==> config.mk <==
export PLATFORM = sky130hd
export DESIGN_NAME = gt_uint_bitserial_ctrl
export DESIGN_NICKNAME = d
export VERILOG_FILES = /design/src/rtl/gt_bitserial_pkg.sv /design/src/rtl/sub_borrow_cell.sv /design/src/rtl/gt_uint_bitserial_ctrl.sv
export SDC_FILE = /design/constraint.sdc
export NUM_CORES = 1
export LEC_CHECK = 0
export CAP_MARGIN = 20
export CORE_ASPECT_RATIO = 0.9
export CORE_UTILIZATION = 53
export CTS_CLUSTER_DIAMETER = 120
export DETAILED_ROUTE_END_ITERATION = 8
export GPL_TIMING_DRIVEN = 0
export HOLD_SLACK_MARGIN = 0.1
export PLACE_DENSITY = 0.88
export SYNTH_ARGS = -nofsm -noshare
export SYNTH_HDL_FRONTEND = slang
export SYNTH_SLANG_ARGS = --single-unit
==> constraint.sdc <==
create_clock -name clk -period 1.7 [get_ports clk]
set_input_delay 0.34 -clock clk [delete_from_list [all_inputs] [get_ports clk]]
set_output_delay 0.34 -clock clk [all_outputs]
set_load 0.01 [all_outputs]
==> src/rtl/gt_bitserial_pkg.sv <==
// Shared types for the bit-serial unsigned comparator: opcode encoding and FSM states.
package gt_bitserial_pkg;

  typedef enum logic [1:0] {
    OP_GT = 2'd0,
    OP_GE = 2'd1,
    OP_LT = 2'd2,
    OP_LE = 2'd3
  } cmp_op_e;

  typedef enum logic [1:0] {
    S_IDLE = 2'd0,
    S_BUSY = 2'd1,
    S_DONE = 2'd2
  } state_e;

endpackage

==> src/rtl/sub_borrow_cell.sv <==
// One-bit borrow cell for z - x - bin; the only datapath cell, reused every BUSY cycle.
module sub_borrow_cell (
  input  logic x,
  input  logic z,
  input  logic bin,
  output logic bout
);

  assign bout = (~z & x) | (~(z ^ x) & bin);

endmodule

==> src/rtl/gt_uint_bitserial_ctrl.sv <==
// Bit-serial unsigned compare: captures A/B/op, walks LSB to MSB through one borrow cell,
// and returns the final borrow as Y over a valid/ready handshake.
module gt_uint_bitserial_ctrl
  import gt_bitserial_pkg::*;
#(
  parameter int unsigned WIDTH = 16
) (
  input  logic             clk,
  input  logic             rst_n,
  input  logic             in_valid,
  output logic             in_ready,
  input  logic [WIDTH-1:0] A,
  input  logic [WIDTH-1:0] B,
  input  logic [1:0]       op,
  input  logic             flush,
  output logic             out_valid,
  input  logic             out_ready,
  output logic             Y,
  output logic             busy
);

  localparam int unsigned CNT_W = $clog2(WIDTH);

  state_e           r_state;
  logic [CNT_W-1:0] r_cnt;
  logic [WIDTH-1:0] r_x;
  logic [WIDTH-1:0] r_z;
  logic             r_borrow;
  logic             r_y;
  logic             w_bout;
  logic             w_last;

  sub_borrow_cell u_cell (
    .x    (r_x[0]),
    .z    (r_z[0]),
    .bin  (r_borrow),
    .bout (w_bout)
  );

  assign w_last = (r_cnt == CNT_W'(WIDTH - 1));

  always_ff @(posedge clk or negedge rst_n) begin
    if (!rst_n) begin
      r_state  <= S_IDLE;
      r_cnt    <= '0;
      r_x      <= '0;
      r_z      <= '0;
      r_borrow <= 1'b0;
      r_y      <= 1'b0;
    end else if (flush) begin
      // Abort wins over everything, including a capture in IDLE; Y keeps its old value.
      r_state  <= S_IDLE;
      r_cnt    <= '0;
      r_borrow <= 1'b0;
    end else begin
      case (r_state)
        S_IDLE: begin
          if (in_valid) begin
            // LT/LE swap operand roles so a single borrow chain serves all four ops.
            r_x      <= op[1] ? B : A;
            r_z      <= op[1] ? A : B;
            r_borrow <= op[0];
            r_cnt    <= '0;
            r_state  <= S_BUSY;
          end
        end
        S_BUSY: begin
          r_borrow <= w_bout;
          r_x      <= r_x >> 1;
          r_z      <= r_z >> 1;
          r_cnt    <= r_cnt + 1'b1;
          if (w_last) begin
            r_y     <= w_bout;
            r_cnt   <= '0;
            r_state <= S_DONE;
          end
        end
        S_DONE: begin
          if (out_ready) begin
            r_state <= S_IDLE;
          end
        end
        default: r_state <= S_IDLE;
      endcase
    end
  end

  assign in_ready  = (r_state == S_IDLE);
  assign out_valid = (r_state == S_DONE);
  assign busy      = (r_state == S_BUSY);
  assign Y         = r_y;

endmodule

# Word-level counts from Yosys, hierarchy flattened
# Cells that the tools add are included.
word_totals:
  register_bits: 40
  latch_bits: 0
  ram_bits: 0
  mem_bits_ro: 0
  input_bits: 39
  word_cells: 46
  n_memories: 0
classes:
  add_sub_neg: 1
  n_mul: 0
  div: 0
  order_cmp: 0
  eq_ne: 7
  shifts: 0
  mux: 18
  n_bitwise: 7
  reduce_logical: 7
op_table:
  columns: ["op", "n"]
  rows:
  - ["$mux W16", 4]
  - ["$pmux W16 S2", 2]
  - ["$mux W4", 3]
  - ["$ne A3 B2 Y1 const B", 3]
  - ["$reduce_and A3 Y1", 3]
  - ["$mux W2", 4]
  - ["$pmux W4 S2", 1]
  - ["$pmux W2 S3", 1]
  - ["$add A4 B1 Y4 const B", 1]
  - ["$eq A4 B4 Y1 const B", 1]
  - ["$not A1 Y1", 3]
  - ["$reduce_bool A3 Y1", 1]
  - ["$and A1 B1 Y1", 2]
  - ["$eq A2 B1 Y1 const B", 1]
  - ["$eq A2 B2 Y1 const B", 1]
  - ["$logic_not A2 Y1", 1]
  - ["$mux W1", 2]
  - ["$ne A2 B2 Y1 const B", 1]
  - ["$pmux W1 S2", 1]
  - ["$reduce_and A2 Y1", 1]
  - ["$reduce_bool A2 Y1", 1]
  - ["$or A1 B1 Y1", 1]
  - ["$xor A1 B1 Y1", 1]

# Logic depth before layout (Yosys ltp)
logic_depth:
  depth_word: 6
  mapped_depth: 6
  depth_no_buf: 5

# Cells and area by module
# Synthesis repeated with hierarchy kept, for this count alone.
hier_totals:
  hier_cells: 252
  hier_area_um2: 2487.4
by_module_without_submodules:
  columns: ["module", "n_inst", "cells_each", "area_per_inst_um2"]
  rows:
  - ["gt_uint_bitserial_ctrl", 1, 249, 2463.6]
  - ["sub_borrow_cell", 1, 3, 23.8]

# Least setup slack after synthesis
# Ideal clock, no wire load.
synth_timing:
  path_kind: "register -> register"
  start: "reg r_state[1]"
  end: "reg r_z[13]"
  arrival_time_ns: 1.400
  required_time_ns: 1.575
  setup_slack_ns: 0.175
  path_stages_with_launch: 6
  path_buffers: 2
  synth_period_minus_slack_ns: 1.525
  cell_sequence: "dfrtp_1 -> nand2b_1 -> buf_6 -> buf_12 -> mux2_4 -> mux2_4"
synth_between:
  elab_chain_len: 3
synth_lines:
  columns: ["element", "line_no", "rtl"]
  rows:
  - ["start, declared", "gt_uint_bitserial_ctrl.sv:24", "state_e r_state;"]
  - ["start signal, assigned", "gt_uint_bitserial_ctrl.sv:44", "r_state <= S_IDLE;"]
  - ["start signal, assigned", "gt_uint_bitserial_ctrl.sv:52", "r_state <= S_IDLE;"]
  - ["start signal, assigned", "gt_uint_bitserial_ctrl.sv:64", "r_state <= S_BUSY;"]
  - ["$eq A2 B1 Y1 or $logic_not A2 Y1 (tied branches)", "gt_uint_bitserial_ctrl.sv:56", "case (r_state)"]
  - ["$reduce_bool A2 Y1 (no source line) or $ne A2 B2 Y1 (tied branches)", null, null]
  - ["$reduce_and A3 Y1 (no source line)", null, null]
  - ["end signal, assigned", "gt_uint_bitserial_ctrl.sv:61", "r_z <= op[1] ? A : B;"]
  - ["end signal, assigned", "gt_uint_bitserial_ctrl.sv:70", "r_z <= r_z >> 1;"]
  - ["end, declared", "gt_uint_bitserial_ctrl.sv:27", "logic [WIDTH-1:0] r_z;"]
# Several ways; a longest one is shown, not always the timed one.
# A chain may end at the register's enable or synchronous reset.

# Worst setup path in the final report
layout_timing:
  start: "reg r_state[0]"
  end: "out out_valid"
layout_between:
  elab_chain_len: 1
layout_lines:
  columns: ["element", "line_no", "rtl"]
  rows:
  - ["$eq A2 B2 Y1", "gt_uint_bitserial_ctrl.sv:89", "assign out_valid = (r_state == S_DONE);"]
  - ["end, declared", "gt_uint_bitserial_ctrl.sv:16", "output logic out_valid,"]
# Every way passes these cells.

==> flow_summary_export.csv <==
group,metric,value,unit
clock_network,cts.root.buffer_cell,"clkbuf_8",
global_route,grt_pass1_wl,7640,um
sta,finalCriticalPeriod,1.61,ns
clock_network,clk_latency,0.29,ns
setup_path,critPathMaxFanout,5,
global_route,use_met3,4.27,%
synthesis,synth_largest_area_cell,"dfrtp_1",
sta,timing.final.crit_share,94.8,%
clock_network,tritoncts,"done",
floorplan,die_area,4790,um^2
floorplan,io_pins,43,
drt,wl_per_cell,15.3,um
synthesis,synthTopCellsByArea,"dfrtp_1 42%, mux2i_1 21%, mux2_2 20%",
synthesis,syn_avg_cell_area,12.6,um^2
finish,fin_nets,281,
finish,nFillCells,303,
synthesis,synth_most_common_cell,"mux2i_1",
setup_path,cp.required,1.36,ns
global_route,gr-usage-met1,28.9,%
drt,routed_wirelength,4580,um
global_route,track_usage,21.8,%
drt,ant_nets,0,
global_route,grt.overflow.total,0,
drt,vias,1595,
setup_path,arrival,1.27,ns
finish,drive_gt1_share,30.4,%
setup_path,path_cells,"buf_4 -> nor2b_1 -> dlygate4sd2_1",
synthesis,synth_cell_type_count,29,
pwr,power-per-cell-area,926,nW/um^2
finish,multi_input_area,1240,um^2
global_route,antenna_found_initial,0,
sta,rsz0062_at_grt,"true",
floorplan,dieHeight,65.8,um
global_route,grt_pass1_vias,1599,
finish,seqCellArea,1000,um^2
synthesis,netlist.area_leader.share,41.8,%
finish,utilization,71.1,%
drt,first_pass_iters,4,
synthesis,ys_seq_area_share,41.8,%
clock_network,htreeDepth,2,
drt,drtIter0Drc,25,
setup_path,crit_path_end_kind,"output pin",
synthesis,synth_fp_nets,231,
place,hpwl,3240,um
pwr,peakVddDrop,0.000638,V
synthesis,synthArstFlopShare,100,%
setup_path,worstSetupPathType,"reg2out",
sta,finalHoldViolCount,0,
synthesis,synth_common_cells,"50 x mux2i_1, 43 x mux2_2, 40 x dfrtp_1",
sta,setup_viol,0,
setup_path,start_kind,"flop",
synthesis,ys_warn_count,0,
global_route,busiest_layer,"met2",
place,place_congestion,0.816,
clock_network,cts_max_path_buffers,2,
sta,finClkSkew,0.00362,ns
floorplan,core.rowCount,22,
clock_network,path_clk_slew,0.07,ns
finish,areaGrowthSynthToFinish,25.0,%
floorplan,start_util,56.9,%
sta,tightest_slew,0.882,ns
synthesis,synth_seq_cells,40,
sta,relSlewSlack,41.2,%
finish,diodes,0,
clock_network,numCtsBuffers,5,
global_route,grt_max_degree,41,
synthesis,ys.flop_type,"dfrtp_1",
clock_network,numClockSinks,40,
min_path,min_path_type,"in2async",
sta,max_freq,0.620,GHz
pwr,p_leak,1.46,nW
synthesis,synth_edf_count,0,
status,status,"finished clean",
sta,slew_viol_final,0,
setup_path,crit_path_top_delay_cell,"dfrtp_1",
place,io_buffers,41,
setup_path,slowest_delay,0.42,ns
drt,vias_per_cell,5.32,
synthesis,synth_cells,190,
synthesis,synth.cell_area,2390,um^2
finish,stdcell_area,2990,um^2
floorplan,die_x,72.9,um
floorplan,core,4210,um^2
global_route,grtUsageMet2,34.8,%
clock_network,holdBufCountCts,0,
place,placed_cell_area,2880,um^2
flow_run,maxCapViolations,0,
drt,drcViolationCount,0,
==> where the power goes <==
part | internal, W | switching (W) | total [W]
Clock | 0.000361 | 0.000318 | 0.000679
Combinational | 0.000467 | 0.000335 | 0.000802
Sequential | 0.00119 | 0.000103 | 0.00129
==> flip-flops by register name, summed over array words and instances, names as in the netlist <==
| name | count |
|---|---|
| r_cnt | 4 |
| Y | 1 |
| r_z | 16 |
| r_borrow | 1 |
| r_x | 16 |
| r_state | 2 |
==> cells by family (layout without fill, tap and decap cells) <==
kind of cell	Yosys count	in the layout	share of synthesized area, %
mux	97	97	43.6
xor+xnor	1	1	0.366
flops	40	40	41.8
fa+ha+maj	2	2	1.04
compound gates	7	7	2.61
buf+inv	26	76	6.22
simple gates	17	17	4.34
==> layout by cell type, fill, tap and decap left out, drive strengths merged, types with 2 or more instances in the layout <==
master,instances
clkdlybuf4s50,36
nor3,2
dfrtp,40
mux2i,50
dlygate4sd2,2
mux2,47
a22o,3
buf,13
nor2,5
ha,2
nand3,2
clkbuf,9
inv,15
and2,2
==> critical path: cells and delay by family, from the launching register on <==
family	cells	cell delay (ns)
buffers and inverters	2	0.43
and+or+nand+nor	1	0.13
DFF	1	0.42
==> layout make-up <==
type | instances | area share, %
buffer | 11 | 3.47
clock buffer | 7 | 3.22
inverter | 15 | 1.88
multi-input combinational | 124 | 41.6
sequential | 40 | 33.5
tap | 60 | 2.51
timing repair buffer | 43 | 13.9
==> metrics by stage <==
stage               power [W]  TNS, ns  hold WS [ns]  instances  setup slack (ns)
global placement      0.00208   -40.80         0.488        291            -0.662
floorplan             0.00185        0        0.0444        190             0.175
detailed placement    0.00211   -15.14         0.496        291            -0.574
finish                0.00277        0         0.167        300            0.0878
CTS                   0.00279        0         0.191        300           0.00465
global route          0.00294        0         0.235        300           0.00238
==> metal layers <==
layer | up-vias | share of wire [%]
met5 | - | 0
met4 | 0 | 2.2
met1 | 776 | 48
li1 | 778 | -
met2 | 31 | 46
met3 | 10 | 3.3
==> worst paths after layout <==
path	depth (start not counted)	slack [ns]	startpoint	end
worst max-delay path	3	0.09	r_state[0]	out_valid
worst min-delay path	1	0.17	rst_n	r_cnt[0]
worst max register to register	4	0.10	r_state[1]	r_z[3]
worst min register to register	1	0.51	r_x[10]	r_x[10]
max in group asynchronous	1	0.94	rst_n	r_state[1]
min in group clk	2	0.39	flush	r_state[1]
==> what timing repair did <==
action / in CTS / in global routing
endpoints found under the setup margin: 26 / 18
buffers inserted: 2 / 0
resized for setup: 7 / 6
(Power assumes the default switching activity.)
